==> src/rtl/cad_pkg.sv <==
`default_nettype none
// ============================================================================
//  Module      : cad_pkg
//  Description : Shared constants and types for the result-collector path.
//  Revision    : 1.0
// ============================================================================
package cad_pkg;

  // Number of producer channels merged onto the shared result bus.
  localparam int NUM_CH       = 4;
  // Default width of a result code.
  localparam int SIZE_DEFAULT = 5;
  // Width of the source tag (log2 of NUM_CH).
  localparam int SRC_W        = 2;

  // Collector state: IDLE means the bus is empty, HOLD means res is presented.
  typedef enum logic [0:0] {
    ST_IDLE = 1'b0,
    ST_HOLD = 1'b1
  } state_e;

endpackage
`default_nettype wire

==> src/rtl/rr_pick4.sv <==
`default_nettype none
// ============================================================================
//  Module      : rr_pick4
//  Description : Combinational 4-way round-robin picker. Searches the valid
//                vector starting at ptr_i and wrapping, returning a one-hot
//                grant, its index and an any-valid flag.
//  Revision    : 1.0
// ============================================================================
module rr_pick4
  import cad_pkg::*;
(
  input  logic [NUM_CH-1:0] vld_i,
  input  logic [SRC_W-1:0]  ptr_i,
  output logic [NUM_CH-1:0] grant_o,
  output logic [SRC_W-1:0]  idx_o,
  output logic              any_o
);

  // Priority search from ptr_i upward; the first valid hit wins.
  always_comb begin
    logic             found;
    logic [SRC_W-1:0] k;
    grant_o = '0;
    idx_o   = '0;
    found   = 1'b0;
    k       = '0;
    for (int o = 0; o < NUM_CH; o++) begin
      k = ptr_i + o[SRC_W-1:0];
      if (!found && vld_i[k]) begin
        found      = 1'b1;
        idx_o      = k;
        grant_o[k] = 1'b1;
      end
    end
    any_o = found;
  end

endmodule
`default_nettype wire

==> src/rtl/res_collector.sv <==
`default_nettype none
// ============================================================================
//  Module      : res_collector
//  Description : Merges result codes from four producers onto one registered
//                res bus with enable qualifier and source tag. Round-robin
//                arbitration, per-channel valid/ready, downstream ack.
//  Revision    : 1.0
// ============================================================================
module res_collector
  import cad_pkg::*;
#(
  parameter int size = SIZE_DEFAULT
) (
  input  logic             clk,
  input  logic             rst,
  input  logic [size-1:0]  i1,
  input  logic [size-1:0]  i2,
  input  logic [size-1:0]  i3,
  input  logic [size-1:0]  i4,
  input  logic             v1,
  input  logic             v2,
  input  logic             v3,
  input  logic             v4,
  output logic             rdy1,
  output logic             rdy2,
  output logic             rdy3,
  output logic             rdy4,
  output logic [size-1:0]  res,
  output logic             enable,
  output logic [SRC_W-1:0] src,
  input  logic             ack
);

  state_e            state_q;
  logic [SRC_W-1:0]  ptr_q;
  logic [size-1:0]   res_q;
  logic [SRC_W-1:0]  src_q;
  logic              enable_q;

  logic [NUM_CH-1:0] w_vld;
  logic [NUM_CH-1:0] w_grant;
  logic [SRC_W-1:0]  w_idx;
  logic              w_any;
  logic              w_window;
  logic [size-1:0]   w_in [NUM_CH];

  assign w_vld   = {v4, v3, v2, v1};
  assign w_in[0] = i1;
  assign w_in[1] = i2;
  assign w_in[2] = i3;
  assign w_in[3] = i4;

  rr_pick4 u_pick (
    .vld_i   (w_vld),
    .ptr_i   (ptr_q),
    .grant_o (w_grant),
    .idx_o   (w_idx),
    .any_o   (w_any)
  );

  // Grant window: bus empty, or current code being consumed this cycle.
  // Reset closes the window so no producer sees ready during reset.
  assign w_window = !rst && ((state_q == ST_IDLE) || ack);

  // Ready is the picker grant gated by the window (the ack -> rdy path).
  assign {rdy4, rdy3, rdy2, rdy1} = w_window ? w_grant : '0;

  // Collector FSM with registered bus outputs and round-robin pointer.
  always_ff @(posedge clk) begin
    if (rst) begin
      state_q  <= ST_IDLE;
      ptr_q    <= '0;
      res_q    <= '0;
      src_q    <= '0;
      enable_q <= 1'b0;
    end else if (w_window) begin
      if (w_any) begin
        // Transfer: capture the granted code; granted channel drops to
        // lowest priority.
        state_q  <= ST_HOLD;
        res_q    <= w_in[w_idx];
        src_q    <= w_idx;
        enable_q <= 1'b1;
        ptr_q    <= w_idx + 1'b1;
      end else if (state_q == ST_HOLD) begin
        // Consumed with nothing pending: drain to idle, bus back to zero.
        state_q  <= ST_IDLE;
        res_q    <= '0;
        src_q    <= '0;
        enable_q <= 1'b0;
      end
    end
  end

  assign res    = res_q;
  assign src    = src_q;
  assign enable = enable_q;

endmodule
`default_nettype wire

==> config.mk <==
export PLATFORM = sky130hd
export DESIGN_NAME = res_collector
export DESIGN_NICKNAME = d
export VERILOG_FILES = /design/src/rtl/cad_pkg.sv /design/src/rtl/rr_pick4.sv /design/src/rtl/res_collector.sv
export SDC_FILE = /design/constraint.sdc
export NUM_CORES = 1
export LEC_CHECK = 0
export BUFFER_PORTS_ARGS = -buffer_cell sky130_fd_sc_hd__buf_4
export CAP_MARGIN = 10
export CELL_PAD_IN_SITES_DETAIL_PLACEMENT = 1
export CELL_PAD_IN_SITES_GLOBAL_PLACEMENT = 1
export CORE_MARGIN = 8
export CORE_UTILIZATION = 39
export DETAILED_ROUTE_END_ITERATION = 12
export GPL_TIMING_DRIVEN = 0
export PLACE_DENSITY_LB_ADDON = 0.1
export SYNTH_ARGS = -nofsm -noshare
export SYNTH_HDL_FRONTEND = slang
export SYNTH_SLANG_ARGS = --single-unit
==> constraint.sdc <==
create_clock -name clk -period 6.46 [get_ports clk]
set_input_delay 1.292 -clock clk [delete_from_list [all_inputs] [get_ports clk]]
set_output_delay 1.292 -clock clk [all_outputs]
set_load 0.05 [all_outputs]
# ---- Word-level counts from Yosys, hierarchy flattened
# Index checks and enable logic that the tools add are counted.
dict set report word_totals {
  register_bits 11
  inputBits 27
  out_inout_bits 12
}
dict set report op_classes {
  n_addsub 4
  magnitude_cmp 9
  muxes 39
  bitwise 5
  reduce_logical 16
}
# op count
set ops {}
lappend ops {{$mux 4} 5}
lappend ops {{$mux 5} 4}
lappend ops {{$mux 1} 15}
lappend ops {{$lt 2x3->1 const B} 4}
lappend ops {{$mux 2} 6}
lappend ops {{$or 4x4->4} 3}
lappend ops {{$bmux 5 s2} 1}
lappend ops {{$bmux 1 s2} 4}
lappend ops {{$demux 1 s2} 4}
lappend ops {{$ge 2x1->1 const B} 4}
lappend ops {{$logic_and 1x1->1} 8}
lappend ops {{$add 2x1->2 const B} 2}
lappend ops {{$add 2x2->2 const B} 2}
lappend ops {{$logic_not 1->1} 4}
lappend ops {{$reduce_and 2->1} 2}
lappend ops {{$ge 3x3->1 const B} 1}
lappend ops {{$not 2->3} 1}
lappend ops {{$reduce_bool 2->1} 1}
lappend ops {{$logic_or 1x1->1} 1}
lappend ops {{$not 1->1} 1}

# ---- Logic depth before layout (Yosys ltp)
dict set report depth {
  depth_word 17
  ltp_mapped 12
  mapped_depth_nobuf 8
}

# ---- Modules after synthesis
# From an unflattened synthesis, not the netlist that was laid out.
dict set report hier_totals {
  hier_cells 101
  area_unflattened_um2 1024.7
}
# mod n_inst cells_each area_each_um2 seq_area_each_um2
set modules_own_cells {}
lappend modules_own_cells {res_collector 1 56 605.6 220.2}
lappend modules_own_cells {rr_pick4 1 45 419.2 0.0}

# ---- Worst setup path before layout
# No wires, ideal clock.
dict set report synth_path {
  kind {input-to-output}
  from {input port v3}
  to {output port rdy1}
  arrival_ns 3.072
  required_time_ns 5.168
  path_slack_ns 2.096
  cell_stages 7
  n_path_buf 1
  path_cell_list {buf_2 mux4_2 nor2b_4 a22oi_1 nor2_1 a221oi_1 nor2_1}
}
dict set report synth_between {
  elab_chain_cells 13
}
# item line
set synth_rtl {}
lappend synth_rtl {{start, declared} res_collector.sv:22} ;# input logic v3,
lappend synth_rtl {{$bmux 1 s2} rr_pick4.sv:29} ;# if (!found && vld_i[k]) begin
lappend synth_rtl {{$mux 1 (not written as such)} rr_pick4.sv:29}
lappend synth_rtl {{$mux 1} rr_pick4.sv:29}
lappend synth_rtl {{$logic_not 1->1} rr_pick4.sv:29}
lappend synth_rtl {{$logic_and 1x1->1} rr_pick4.sv:29}
lappend synth_rtl {{$mux 1} rr_pick4.sv:29}
lappend synth_rtl {{$logic_not 1->1} rr_pick4.sv:29}
lappend synth_rtl {{$logic_and 1x1->1} rr_pick4.sv:29}
lappend synth_rtl {{$mux 1} rr_pick4.sv:29}
lappend synth_rtl {{$logic_not 1->1} rr_pick4.sv:29}
lappend synth_rtl {{$logic_and 1x1->1} rr_pick4.sv:29}
lappend synth_rtl {{$mux 4 *} rr_pick4.sv:29}
lappend synth_rtl {{$mux 4 *} res_collector.sv:66} ;# assign {rdy4, rdy3, rdy2, rdy1} = w_window ? w_grant : '0;
lappend synth_rtl {{end, declared} res_collector.sv:24} ;# output logic rdy1,
# Every way passes the cells marked *; elsewhere a longest branch is shown, timed or not. The select of a mux whose other input is x is not followed.

# ---- Worst setup path after layout
dict set report layout_path {
  from {register ptr_q[0]}
  to {output port rdy3}
}
dict set report layout_between {
  elab_chain_cells 13
}
# item line
set layout_rtl {}
lappend layout_rtl {{start, declared} res_collector.sv:35} ;# logic [SRC_W-1:0] ptr_q;
lappend layout_rtl {{start signal, assigned} res_collector.sv:84} ;# ptr_q <= w_idx + 1'b1;
lappend layout_rtl {{parallel branches: the longest is 11 deep, another holds $lt 2x3->1} --}
lappend layout_rtl {{$mux 4 *} rr_pick4.sv:29}
lappend layout_rtl {{$mux 4 *} res_collector.sv:66}
lappend layout_rtl {{end, declared} res_collector.sv:26} ;# output logic rdy3,
# Mark *: on every way between the ends. The select of a mux whose other input is x is not followed.

==> flow_summary.yaml <==
setup_path:
  critPathLaunchType: "register"
  cp.depth: 12
  required_ns: 5.17
  cp_top_family: "buffers and inverters"
  reg2reg_from: "ptr_q[0]"
  slowest_stage: "mux4_2"
  cp_num_buf_inv: 5
  cp-end-kind: "primary output"
  slowest_delay_ns: 0.45
  worst-r2r-cell-count: 12
  criticalPathCategory: "register to primary output"
  startpoint: "ptr_q[0]"
  cp_max_fo: 10
  cp_cell_sequence: "buf_6, clkbuf_8, inv_1, ha_1, clkbuf_2, mux4_2, nor2b_4, a22oi_1, nor2_1, a221oi_1, nor2_1, buf_4"
  cpMostUsedCell: "nor2_1"
  arrival_ns: 3.01
worst_hold_path:
  hold_class: "register to register"
  holdPathStages: 2
  worstHoldStart: "src[1]"
cts:
  post_cts_buffers: 0
  cts_tree: "yes"
  htreeDepth: 1
  cts_made_buffers: 3
  cts_buffer_depth: 2
  cts_resized: 0
  clk_latency_ns: 0.29
  root_buffer: "clkbuf_4"
  hold_buffers: 0
  path_clk_slew_ns: 0.07
  clock_sinks: 11
logic_synthesis:
  synth-seq-cells: 11
  avgSynthCellArea_um2: 8.24
  synth_top_family_by_area: "compound AO/OA/AOI/OAI gates"
  yosys.area_share.simple_pct: 21.1
  synthArstFlopShare_pct: 0
  muxShareOfSynthArea_pct: 12.9
  ys_warn_count: 0
  seq_area_frac_synth_pct: 19.1
  syn_inst: 140
  synth_xor_area_share_pct: 0.759
  synthFlopType: "dfxtp_1"
  synth_edf_count: 0
  syn-num-nets: 175
  synth_compound_area_share_pct: 29.0
  synth_fa_ha_area_share_pct: 8.68
  synth_cell_types: 42
  synth_area_um2: 1150
detailed_routing:
  post_drt_wl_per_cell_um: 16.8
  dr.first_iter.drc_count: 78
  vias: 1221
  vias_per_cell: 5.79
  wirelength_um: 3550
  drt_first_pass_iters: 4
  drc_errors: 0
  antenna_left: 0
layout:
  final_core_util_pct: 53.5
  layout_common_cells: "36 x buf_4, 19 x nor2_1, 11 x dfxtp_1, 9 x inv_1"
  n_antenna_cell: 0
  syn_to_final_growth_pct: 29.1
  final_common_cell: "buf_4"
  layout.nets: 216
  layout-drive-gt1-share_pct: 30.6
pwr:
  switching_share_pct: 47.6
  p_leak_uw: 0.000663
  p_seq_share_pct: 23.4
  ir_drop_v: 0.000160
  intPower_uw: 200
  power_per_cell_area_nw_per_um2: 256
  p_switching_uw: 182
  clkPwrFrac_pct: 13.3
  p_comb_share_pct: 63.3
floorplan:
  die_y_um: 70.4
  num_rows: 19
  coreArea_um2: 2780
  pin_count: 39
  fp.dieArea_um2: 4950
  die_w_um: 70.4
  initial_core_util_pct: 41.5
sta:
  drv_slew: 0
  fmax_mhz: 232
  hold_viol: 0
  max_slew.worst_pin.slew_ns: 1.02
  slew_headroom_pct: 31.6
  setup-tns-final_ns: 0
  fin_skew_ns: 0.00957
  setup_viol: 0
  rsz0062_at_grt: "no"
  fin_crit_ns: 4.30
  period_share_pct: 66.6
global_route:
  gr-total-overflow: 0
  grt_pass1_vias: 1326
  grt_start_max_net_pins: 11
  grt_pass1_wl_um: 5860
  grt_util_all_layers_pct: 14.1
  antenna_found_initial: 0
flow_run:
  maxCapViolCount: 0
outcome:
  status: "finished clean"
place:
  dp_hpwl_um: 2890
  io_buffers: 36
  place.gp.congestion: 0.791
sequential cells by signal, indices dropped and copies added (netlist names):
name and cells:
enable 1, ptr_q 2, res 5, src 2
state_q 1
through the flow:
step / cells / setup WS [ns] / hold slack [ns] / area, um^2 / power (uW)
2_1_floorplan: 140 / 2.10 / 0.511 / 1150 / 268
3_3_place_gp: 207 / 2.31 / 0.482 / 1460 / 324
3_5_place_dp: 207 / 2.25 / 0.488 / 1460 / 333
4_1_cts: 211 / 2.15 / 0.512 / 1490 / 385
5_1_grt: 211 / 1.94 / 0.570 / 1490 / 407
6_report: 211 / 2.16 / 0.515 / 1490 / 382
synth_stat cells, drive strengths merged (2+ instances only):
master   count  area [um^2]
nor4         2         12.5
dfxtp       11          220
nand2b       5         31.3
a311oi       8         70.1
inv          9         33.8
clkbuf       4         26.3
nor2        19         71.3
nor3         3         15.0
a21oi        6         30.0
mux2i        7         70.1
o21ai       10         65.1
o22ai        2         12.5
nand2        4         15.0
a2111oi      6         58.8
a22oi        4         30.0
and2         6         40.0
buf          5         37.5
mux4         3         67.6
nor2b        2         20.0
a221oi       4         35.0
ha           8          100
area by class of cell:
class / count / area, um^2
inverters: 9 / 33.8
clock buffers: 4 / 26.3
multi-input cells: 111 / 836
fillers: 362 / 1290
repair buffers: 36 / 270
flip-flops and latches: 11 / 220
well taps: 31 / 38.8
plain buffers: 9 / 63.8
path summary, 6_finish.rpt:
check             endpoint  slack, ns
hold reg to reg     src[1]       0.51
hold / removal      src[1]       0.51
setup reg to reg    res[4]       3.40
setup / recovery      rdy3       2.16
power by group through the flow:
stage / Combinational, uW / Clock [uW] / Sequential (uW)
final: 242 / 50.9 / 89.2
after global routing: 261 / 55.4 / 90.6
after CTS: 243 / 52.8 / 89.3
after detailed placement: 242 / 0 / 90.8
after global placement: 234 / 0 / 90.4
after floorplan: 146 / 0 / 122
worst reg2reg max path: cells and delay by family, from the launching register on:
family / cells / cell delay, ns
buffers and inverters: 5 / 0.84
AO/OA/AOI/OAI: 3 / 0.47
multiplexers: 1 / 0.45
flip-flops: 1 / 0.44
AND/OR/NAND/NOR: 2 / 0.44
adder cells (fa/ha/maj): 1 / 0.31
logic make-up after synthesis:
kind of cell / Yosys count
flops: 11
buf+inv: 18
simple gates: 47
compound gates: 44
mux: 11
xor+xnor: 1
fa+ha+maj: 8
metal layers:
metal	vias up	routed length, um	global-route usage [%]
met5	-	0	0
met4	0	61	6.25
met3	7	225	4.66
met2	32	1770	24.5
met1	574	1490	15.0
li1	608	-	-
No activity file was read; power rests on OpenSTA's default activity.
